`src/rtl/reg_file_pkg.sv`:
```
// Shared types and helpers for the multi-port register file: FSM state,
// default widths and packed read-port slice arithmetic.
package reg_file_pkg;

   typedef enum logic [0:0] {
      ST_CLEAR = 1'b0,
      ST_READY = 1'b1
   } rf_state_t;

   localparam int DEF_DATA_W = 32;
   localparam int DEF_ADDR_W = 5;
   localparam int DEF_NUM_RD = 2;

   // LSB of port `port` inside a packed vector of `width`-bit fields
   function automatic int port_lo(input int port, input int width);
      return port * width;
   endfunction

endpackage

```
`src/rtl/reg_file_mp_if.sv`:
```
// Bus bundle for reg_file_mp: clear request, two write ports, issue port,
// packed read ports and status outputs.
interface reg_file_mp_if
   import reg_file_pkg::*;
#(
   parameter int DATA_W = DEF_DATA_W,
   parameter int ADDR_W = DEF_ADDR_W,
   parameter int NUM_RD = DEF_NUM_RD
);
   logic                       clr_req;
   logic                       ready;
   logic                       wr_en_a;
   logic [ADDR_W-1:0]          wr_addr_a;
   logic [DATA_W-1:0]          wr_data_a;
   logic                       wr_en_b;
   logic [ADDR_W-1:0]          wr_addr_b;
   logic [DATA_W-1:0]          wr_data_b;
   logic                       issue_en;
   logic [ADDR_W-1:0]          issue_addr;
   logic [NUM_RD*ADDR_W-1:0]   rd_addr;
   logic [NUM_RD*DATA_W-1:0]   rd_data;
   logic [NUM_RD-1:0]          rd_pending;
   logic                       wr_collide;

   modport master (
      output clr_req, wr_en_a, wr_addr_a, wr_data_a,
             wr_en_b, wr_addr_b, wr_data_b, issue_en, issue_addr, rd_addr,
      input  ready, rd_data, rd_pending, wr_collide
   );

   modport slave (
      input  clr_req, wr_en_a, wr_addr_a, wr_data_a,
             wr_en_b, wr_addr_b, wr_data_b, issue_en, issue_addr, rd_addr,
      output ready, rd_data, rd_pending, wr_collide
   );
endinterface

```
`src/rtl/reg_file_bypass.sv`:
```
// One read port: picks stored value or same-cycle write data (B over A),
// applies zero-register suppression and masks pending on a bypass hit.
module reg_file_bypass #(
   parameter int DATA_W   = 32,
   parameter int ADDR_W   = 5,
   parameter int ZERO_REG = 1,
   parameter int BYPASS   = 1
) (
   input  logic              ready,
   input  logic [ADDR_W-1:0] rd_addr,
   input  logic [DATA_W-1:0] stored,
   input  logic              stored_pend,
   input  logic              we_a,
   input  logic [ADDR_W-1:0] wr_addr_a,
   input  logic [DATA_W-1:0] wr_data_a,
   input  logic              we_b,
   input  logic [ADDR_W-1:0] wr_addr_b,
   input  logic [DATA_W-1:0] wr_data_b,
   output logic [DATA_W-1:0] data,
   output logic              pending
);
   logic hit_a, hit_b, zero_hit;

   assign hit_a    = (BYPASS != 0) && we_a && (wr_addr_a == rd_addr);
   assign hit_b    = (BYPASS != 0) && we_b && (wr_addr_b == rd_addr);
   assign zero_hit = (ZERO_REG != 0) && (rd_addr == '0);

   always_comb begin
      data    = '0;
      pending = 1'b0;
      if (ready && !zero_hit) begin
         if (hit_b)      data = wr_data_b;
         else if (hit_a) data = wr_data_a;
         else            data = stored;
         pending = stored_pend && !(hit_a || hit_b);
      end
   end
endmodule

```
`src/rtl/reg_file_mp.sv`:
```
// Multi-port register file with write-to-read bypass, pending scoreboard and
// a clear sequencer that zeroes one entry per cycle after reset or request.
//   state    | meaning
//   ST_CLEAR | zeroing entry clr_idx each cycle; writes/issues ignored
//   ST_READY | normal operation; clr_req restarts the clear
module reg_file_mp
   import reg_file_pkg::*;
#(
   parameter int DATA_W   = DEF_DATA_W,
   parameter int ADDR_W   = DEF_ADDR_W,
   parameter int NUM_RD   = DEF_NUM_RD,
   parameter int ZERO_REG = 1,
   parameter int BYPASS   = 1
) (
   input logic          clk,
   input logic          rst_n,
   reg_file_mp_if.slave bus
);
   localparam int DEPTH = 1 << ADDR_W;

   rf_state_t          state, state_nx;
   logic [ADDR_W-1:0]  clr_idx, clr_idx_nx;
   logic [DEPTH-1:0]   pend, pend_nx;
   logic [DATA_W-1:0]  mem [DEPTH];
   logic               ready, accept, we_a, we_b;
   logic [DATA_W-1:0]  rd_word [NUM_RD];
   logic [NUM_RD-1:0]  rd_pend;

   always_ff @(posedge clk or negedge rst_n) begin
      if (!rst_n) begin
         state   <= ST_CLEAR;
         clr_idx <= '0;
         pend    <= '0;
      end else begin
         state   <= state_nx;
         clr_idx <= clr_idx_nx;
         pend    <= pend_nx;
      end
   end

   always_comb begin
      state_nx   = state;
      clr_idx_nx = clr_idx;
      case (state)
         ST_CLEAR: begin
            clr_idx_nx = clr_idx + 1'b1;
            if (&clr_idx) state_nx = ST_READY;
         end
         ST_READY: begin
            if (bus.clr_req) begin
               state_nx   = ST_CLEAR;
               clr_idx_nx = '0;
            end
         end
         default: state_nx = ST_CLEAR;
      endcase
   end

   assign ready  = (state == ST_READY);
   assign accept = ready && !bus.clr_req;
   assign we_a   = accept && bus.wr_en_a && !((ZERO_REG != 0) && (bus.wr_addr_a == '0));
   assign we_b   = accept && bus.wr_en_b && !((ZERO_REG != 0) && (bus.wr_addr_b == '0));

   assign bus.ready      = ready;
   assign bus.wr_collide = ready && bus.wr_en_a && bus.wr_en_b
                           && (bus.wr_addr_a == bus.wr_addr_b)
                           && !((ZERO_REG != 0) && (bus.wr_addr_a == '0));

   // Issue is applied after the write clears so a same-edge issue wins.
   always_comb begin
      pend_nx = pend;
      if (!accept) begin
         pend_nx = '0;
      end else begin
         if (we_a) pend_nx[bus.wr_addr_a] = 1'b0;
         if (we_b) pend_nx[bus.wr_addr_b] = 1'b0;
         if (bus.issue_en && !((ZERO_REG != 0) && (bus.issue_addr == '0)))
            pend_nx[bus.issue_addr] = 1'b1;
      end
   end

   // Storage has no reset; B is written last so it wins an address tie.
   always_ff @(posedge clk) begin
      if (!ready) begin
         mem[clr_idx] <= '0;
      end else begin
         if (we_a) mem[bus.wr_addr_a] <= bus.wr_data_a;
         if (we_b) mem[bus.wr_addr_b] <= bus.wr_data_b;
      end
   end

   for (genvar i = 0; i < NUM_RD; i++) begin : g_rd
      logic [ADDR_W-1:0] ra;
      assign ra = bus.rd_addr[port_lo(i, ADDR_W) +: ADDR_W];

      reg_file_bypass #(
         .DATA_W   (DATA_W),
         .ADDR_W   (ADDR_W),
         .ZERO_REG (ZERO_REG),
         .BYPASS   (BYPASS)
      ) u_bypass (
         .ready       (ready),
         .rd_addr     (ra),
         .stored      (mem[ra]),
         .stored_pend (pend[ra]),
         .we_a        (we_a),
         .wr_addr_a   (bus.wr_addr_a),
         .wr_data_a   (bus.wr_data_a),
         .we_b        (we_b),
         .wr_addr_b   (bus.wr_addr_b),
         .wr_data_b   (bus.wr_data_b),
         .data        (rd_word[i]),
         .pending     (rd_pend[i])
      );
   end

   always_comb begin
      bus.rd_data = '0;
      for (int i = 0; i < NUM_RD; i++)
         bus.rd_data[port_lo(i, DATA_W) +: DATA_W] = rd_word[i];
   end

   assign bus.rd_pending = rd_pend;
endmodule

```
`src/flat_wrapper.sv`:
```
// flat-port wrapper written by rule: the top's interface ports become plain ports
module reg_file_mp_flat import reg_file_pkg::*;
#(
   parameter int DATA_W   = DEF_DATA_W,
   parameter int ADDR_W   = DEF_ADDR_W,
   parameter int NUM_RD   = DEF_NUM_RD,
   parameter int ZERO_REG = 1,
   parameter int BYPASS   = 1
)
  (clk, rst_n, bus_clr_req, bus_wr_en_a, bus_wr_addr_a, bus_wr_data_a, bus_wr_en_b, bus_wr_addr_b, bus_wr_data_b, bus_issue_en, bus_issue_addr, bus_rd_addr, bus_ready, bus_rd_data, bus_rd_pending, bus_wr_collide);
  reg_file_mp_if #(.DATA_W(DATA_W), .ADDR_W(ADDR_W), .NUM_RD(NUM_RD)) bus_i ();
  input logic clk;
  input logic rst_n;
  input wire logic [$bits(bus_i.clr_req)-1:0] bus_clr_req;
  input wire logic [$bits(bus_i.wr_en_a)-1:0] bus_wr_en_a;
  input wire logic [$bits(bus_i.wr_addr_a)-1:0] bus_wr_addr_a;
  input wire logic [$bits(bus_i.wr_data_a)-1:0] bus_wr_data_a;
  input wire logic [$bits(bus_i.wr_en_b)-1:0] bus_wr_en_b;
  input wire logic [$bits(bus_i.wr_addr_b)-1:0] bus_wr_addr_b;
  input wire logic [$bits(bus_i.wr_data_b)-1:0] bus_wr_data_b;
  input wire logic [$bits(bus_i.issue_en)-1:0] bus_issue_en;
  input wire logic [$bits(bus_i.issue_addr)-1:0] bus_issue_addr;
  input wire logic [$bits(bus_i.rd_addr)-1:0] bus_rd_addr;
  output wire logic [$bits(bus_i.ready)-1:0] bus_ready;
  output wire logic [$bits(bus_i.rd_data)-1:0] bus_rd_data;
  output wire logic [$bits(bus_i.rd_pending)-1:0] bus_rd_pending;
  output wire logic [$bits(bus_i.wr_collide)-1:0] bus_wr_collide;
  assign bus_i.clr_req = bus_clr_req;
  assign bus_i.wr_en_a = bus_wr_en_a;
  assign bus_i.wr_addr_a = bus_wr_addr_a;
  assign bus_i.wr_data_a = bus_wr_data_a;
  assign bus_i.wr_en_b = bus_wr_en_b;
  assign bus_i.wr_addr_b = bus_wr_addr_b;
  assign bus_i.wr_data_b = bus_wr_data_b;
  assign bus_i.issue_en = bus_issue_en;
  assign bus_i.issue_addr = bus_issue_addr;
  assign bus_i.rd_addr = bus_rd_addr;
  assign bus_ready = bus_i.ready;
  assign bus_rd_data = bus_i.rd_data;
  assign bus_rd_pending = bus_i.rd_pending;
  assign bus_wr_collide = bus_i.wr_collide;
  reg_file_mp #(.DATA_W(DATA_W), .ADDR_W(ADDR_W), .NUM_RD(NUM_RD), .ZERO_REG(ZERO_REG), .BYPASS(BYPASS)) u_core (.clk(clk), .rst_n(rst_n), .bus(bus_i));
endmodule
```
`config.mk`:
```
export PLATFORM = sky130hd
export DESIGN_NAME = reg_file_mp_flat
export DESIGN_NICKNAME = d
export VERILOG_FILES = /design/src/rtl/reg_file_pkg.sv /design/src/rtl/reg_file_mp_if.sv /design/src/rtl/reg_file_bypass.sv /design/src/rtl/reg_file_mp.sv /design/src/flat_wrapper.sv
export SDC_FILE = /design/constraint.sdc
export NUM_CORES = 2
export LEC_CHECK = 0
export BUFFER_PORTS_ARGS = -buffer_cell sky130_fd_sc_hd__buf_4
export CAP_MARGIN = 20
export CORE_ASPECT_RATIO = 1.2
export CORE_UTILIZATION = 58
export DETAILED_ROUTE_END_ITERATION = 10
export GPL_TIMING_DRIVEN = 0
export HOLD_SLACK_MARGIN = 0.03
export PLACE_DENSITY_LB_ADDON = 0.2
export SETUP_SLACK_MARGIN = 0.5
export SYNTH_ARGS = -nofsm -noshare
export SYNTH_HDL_FRONTEND = slang
export SYNTH_SLANG_ARGS = --single-unit
```
`constraint.sdc`:
```
create_clock -name clk -period 4.4 [get_ports clk]
set_input_delay 0.22 -clock clk [delete_from_list [all_inputs] [get_ports clk]]
set_output_delay 0.22 -clock clk [all_outputs]
set_load 0.1 [all_outputs]
```
==> reports/metrics.cfg <==
[critical_path]
worst_setup_path_start_kind=primary input
regToRegSetupSlack_ns=0.58
critical_path_required_ns=4.18
worstPathArrival_ns=3.78
critical_path_class=primary input to primary output
crit_path_cell_trace=buf_2 > buf_2 > buf_4 > nor2_1 > clkbuf_1 > a22oi_1 > o2111ai_1 > nand2_1 > o22ai_1 > o21ai_2 > buf_4
slowest_stage=buf_4
critical_path.max_fanout=10
reg2reg_to=u_core.mem[26][17]
crit_path_end_kind=primary output
depth_of_the_most_critical_reg_to_reg_path=7
worst_r2r_startpoint=u_core.bus.ready
worst_path_largest_cell_delay_ns=0.51

[detailed_routing]
route.detailed.drc=0
detail_route.vias_per_cell=7.17
ant_nets=0
drt_wl_total_microns=278000
route.detailed.wl_per_inst_microns=35.2
detailedRoute.firstIterationViolations=10809
route.vias.total=56742
drt-pass1-iter-count=9

[timing]
relSlewSlack_pct=15.8
final_min_period_over_clock_period_pct=90.9
drv_slew=0
max_slew.worst_pin.slew_ns=1.26
hold_violations=0
rsz0062_at_grt=true
timing.final.setup_violations=0
max_clock_freq_mhz=250
final_ws_setup_ns=0.398
worst_clock_skew_ns=0.0217
final_period_minus_worst_setup_slack_ns=4.00

[synthesis]
synth_nets=6155
ys_ff_latch=1062
postSynth.asyncResetShare_pct=3.58
syn_area_sq_mm=0.0631
post_synth.cell_area_avg_sq_um=10.4
synth-main-ff-cell=edfxtp_1
synth_enable_flop_cells=1024
synth.lib_cells_used.distinct=69
ys.warnings.count=0
synth_seq_area_share_pct=50.2
postSynthCellCount=6058

[worst_hold_path]
holdCritPathClass=primary input to flip-flop
hold_path.startpoint=bus_wr_addr_a[0]
min_delay_worst_endpoint=u_core.pend[31]
min_path_cells=4

[place]
io_buffers=113
placed_cells_incl_taps=7611
final_gp_congestion=1.08
post-dp-hpwl_microns=219000
pre_cts_ws_ns=-0.154

[layout]
area_delta_synth_final_pct=13.2
nets_finish=6510
drive_gt1_share_pct=14.6
number_of_cells_in_the_finished_layout_apart_from_fillers=7913

[floorplanning]
fp.dieArea_sq_mm=0.110
fp.coreArea_sq_mm=0.108
fp.dieH_microns=363
placementRows=132
num_io_pins=163
die_width_microns=303
start_util_pct=58.5

[cts]
cts.sinks=1062
cts-buffers-inserted=108
clkLatencyLatePin_ns=0.77
clock-root-buffer=clkbuf_16
cts_htree_levels=3
clock_tree_from_tritoncts=done
cts_buffer_depth=3
clkSlewWorstSetupHoldPaths_ns=0.06

[power]
power.switching_fraction_pct=30.6
netSwitchingPower_mw=8.53
cell_area_power_density_mw_per_mm2=390
vdd.ir_drop.worst_v=0.000400
power.leakage_nw=26.0
power_frac_seq_pct=45.7
p_comb_share_pct=18.8
p_clk_share_pct=35.5
cell_internal_pwr_mw=19.3

[run]
max_cap_viol_count=0

[global_routing]
grt_pass1_wl_microns=385000
grt_overflow=0
grt_antenna_before_repair=13
largest_net_degree_at_the_start_of_global_routing=39
first_global_vias=53977
grtUsageTotal_pct=49.9

[run_status]
status=finished, final reports clean

[synth_stat cells (4+ instances only)]
cell | number | area, sq um
mux2i_1 | 750 | 7510
nand3_1 | 42 | 210
buf_2 | 198 | 991
inv_1 | 37 | 139
or4_1 | 31 | 233
xnor2_1 | 10 | 87.6
edfxtp_1 | 1024 | 30700
a31oi_1 | 4 | 25.0
clkbuf_2 | 31 | 155
o2111ai_1 | 31 | 272
nand2_1 | 1261 | 4730
nor2_2 | 18 | 113
nor2b_1 | 11 | 68.8
a21oi_1 | 44 | 220
mux2_2 | 32 | 360
a32oi_1 | 22 | 193
nor2_4 | 4 | 45.0
nor2_1 | 122 | 458
nand3b_1 | 6 | 45.0
xor2_1 | 15 | 131
mux4_1 | 4 | 105
clkbuf_1 | 398 | 1490
and2_1 | 5 | 31.3
o311ai_0 | 5 | 43.8
nand2b_1 | 13 | 81.3
mux4_2 | 156 | 3510
o22ai_2 | 30 | 375
buf_6 | 15 | 169
o211ai_1 | 7 | 52.6
o21ai_1 | 109 | 546
o21ai_0 | 1046 | 5240
dfrtp_1 | 38 | 951
buf_1 | 7 | 26.3
nand3_2 | 30 | 300
nand4_1 | 9 | 56.3
o22ai_1 | 251 | 1570
nor3_1 | 42 | 210
buf_4 | 46 | 345
a22oi_1 | 95 | 713
or3b_1 | 4 | 35.0
[layout by cell type (no fill, tap or decap), types with 17 or more instances in the layout]
cell / count
mux4_2: 156
inv_1: 37
mux2i_1: 750
o22ai_1: 250
o21ai_0: 1016
buf_2: 197
nor2_1: 121
buf_12: 34
o21ai_4: 30
clkinv_2: 19
clkbuf_2: 37
clkinv_1: 20
nand3_1: 42
o22ai_2: 30
buf_6: 18
buf_4: 164
a21oi_1: 42
o2111ai_1: 31
clkbuf_16: 112
clkbuf_1: 408
nor2_2: 17
mux2_2: 32
or4_1: 31
edfxtp_1: 1024
o21ai_1: 101
a32oi_1: 22
nand3_2: 30
nor3_1: 42
nand2_1: 1261
dfrtp_1: 37
a22oi_1: 95
dlygate4sd3_1: 89
[worst max-delay path by stage]
stage                     cells after the start        startpoint                  to  slack [ns]
after CTS                                     9  u_core.bus.ready     bus_rd_data[21]        0.52
after floorplan                               7  u_core.bus.ready    u_core.mem[2][0]       -0.38
final                                        11    bus_rd_addr[1]     bus_rd_data[22]        0.40
after detailed placement                      9  u_core.bus.ready     bus_rd_data[21]       -0.15
after global routing                         11    bus_rd_addr[1]     bus_rd_data[22]        0.46
after global placement                        8  bus_wr_addr_a[1]  u_core.mem[19][15]       -3.26
[metal layers]
layer  global-route usage (%)  wire (microns)
met3                     16.6           44400
met2                     72.9          118000
met1                     63.2           94000
met5                        0              89
met4                     32.5           21600
[cell type report]
class | instances | area, sq um
fill | 8548 | 36400
sequential | 1062 | 31700
multi-input combinational | 4262 | 28500
buffer | 696 | 3220
clock buffer | 131 | 2870
timing repair buffer | 245 | 2510
tap | 1407 | 1760
clock inverter | 67 | 743
inverter | 38 | 143
antenna | 5 | 12.5
[power groups by stage]
stage	Sequential [mW]	Clock [mW]	Combinational (mW)
5_1_grt	12.8	10.0	5.31
4_1_cts	12.7	9.70	4.95
6_report	12.7	9.88	5.25
3_3_place_gp	13.0	0	4.36
3_5_place_dp	12.9	0	4.86
2_1_floorplan	12.8	0	2.81
[logic make-up (layout without fill, tap and decap cells)]
family,Yosys count,after routing,synth area share [%]
compound gates,1654,1654,14.8
simple gates,1639,1639,11.1
buf+inv,734,1177,5.30
flops,1062,1062,50.2
other cells,0,5,0
xor+xnor,25,25,0.347
fa+ha+maj,2,2,0.0396
mux,942,942,18.2
[through the flow]
step / setup TNS, ns / hold slack, ns / total power, mW / util (%) / instance area, sq um
after detailed placement: -0.269 / 0.228 / 17.8 / 61.9 / 66800
after CTS: 0 / 0.0307 / 27.3 / 66.2 / 71400
after global placement: -1954.74 / 0.225 / 17.4 / 61.0 / 65700
after floorplan: -178.61 / -0.0756 / 15.6 / - / 63100
final: 0 / 0.0672 / 27.9 / 66.3 / 71500
after global routing: 0 / 0.0825 / 28.2 / 66.3 / 71500
[what timing repair did]
| action | 4_1_cts | 5_1_grt |
|---|---|---|
| hold endpoints to repair | 146 | 0 |
| resized for setup | 15 | 15 |
| setup endpoints to repair | 66 | 14 |
| pin swaps | 2 | 1 |
| setup buffers | 4 | 2 |
| hold buffers | 90 | 0 |
[critical path, delay by kind of cell]
| kind | cells | cell delay [ns] |
|---|---|---|
| buffers and inverters | 5 | 1.86 |
| AND/OR/NAND/NOR | 2 | 0.57 |
| AO/OA/AOI/OAI | 4 | 1.09 |
[flip-flops by register name, summed over array words and instances, names as in the netlist]
register          count
u_core.bus.ready      1
u_core.pend          32
u_core.mem         1024
u_core.clr_idx        5
Power figures use the tool's default switching activity.
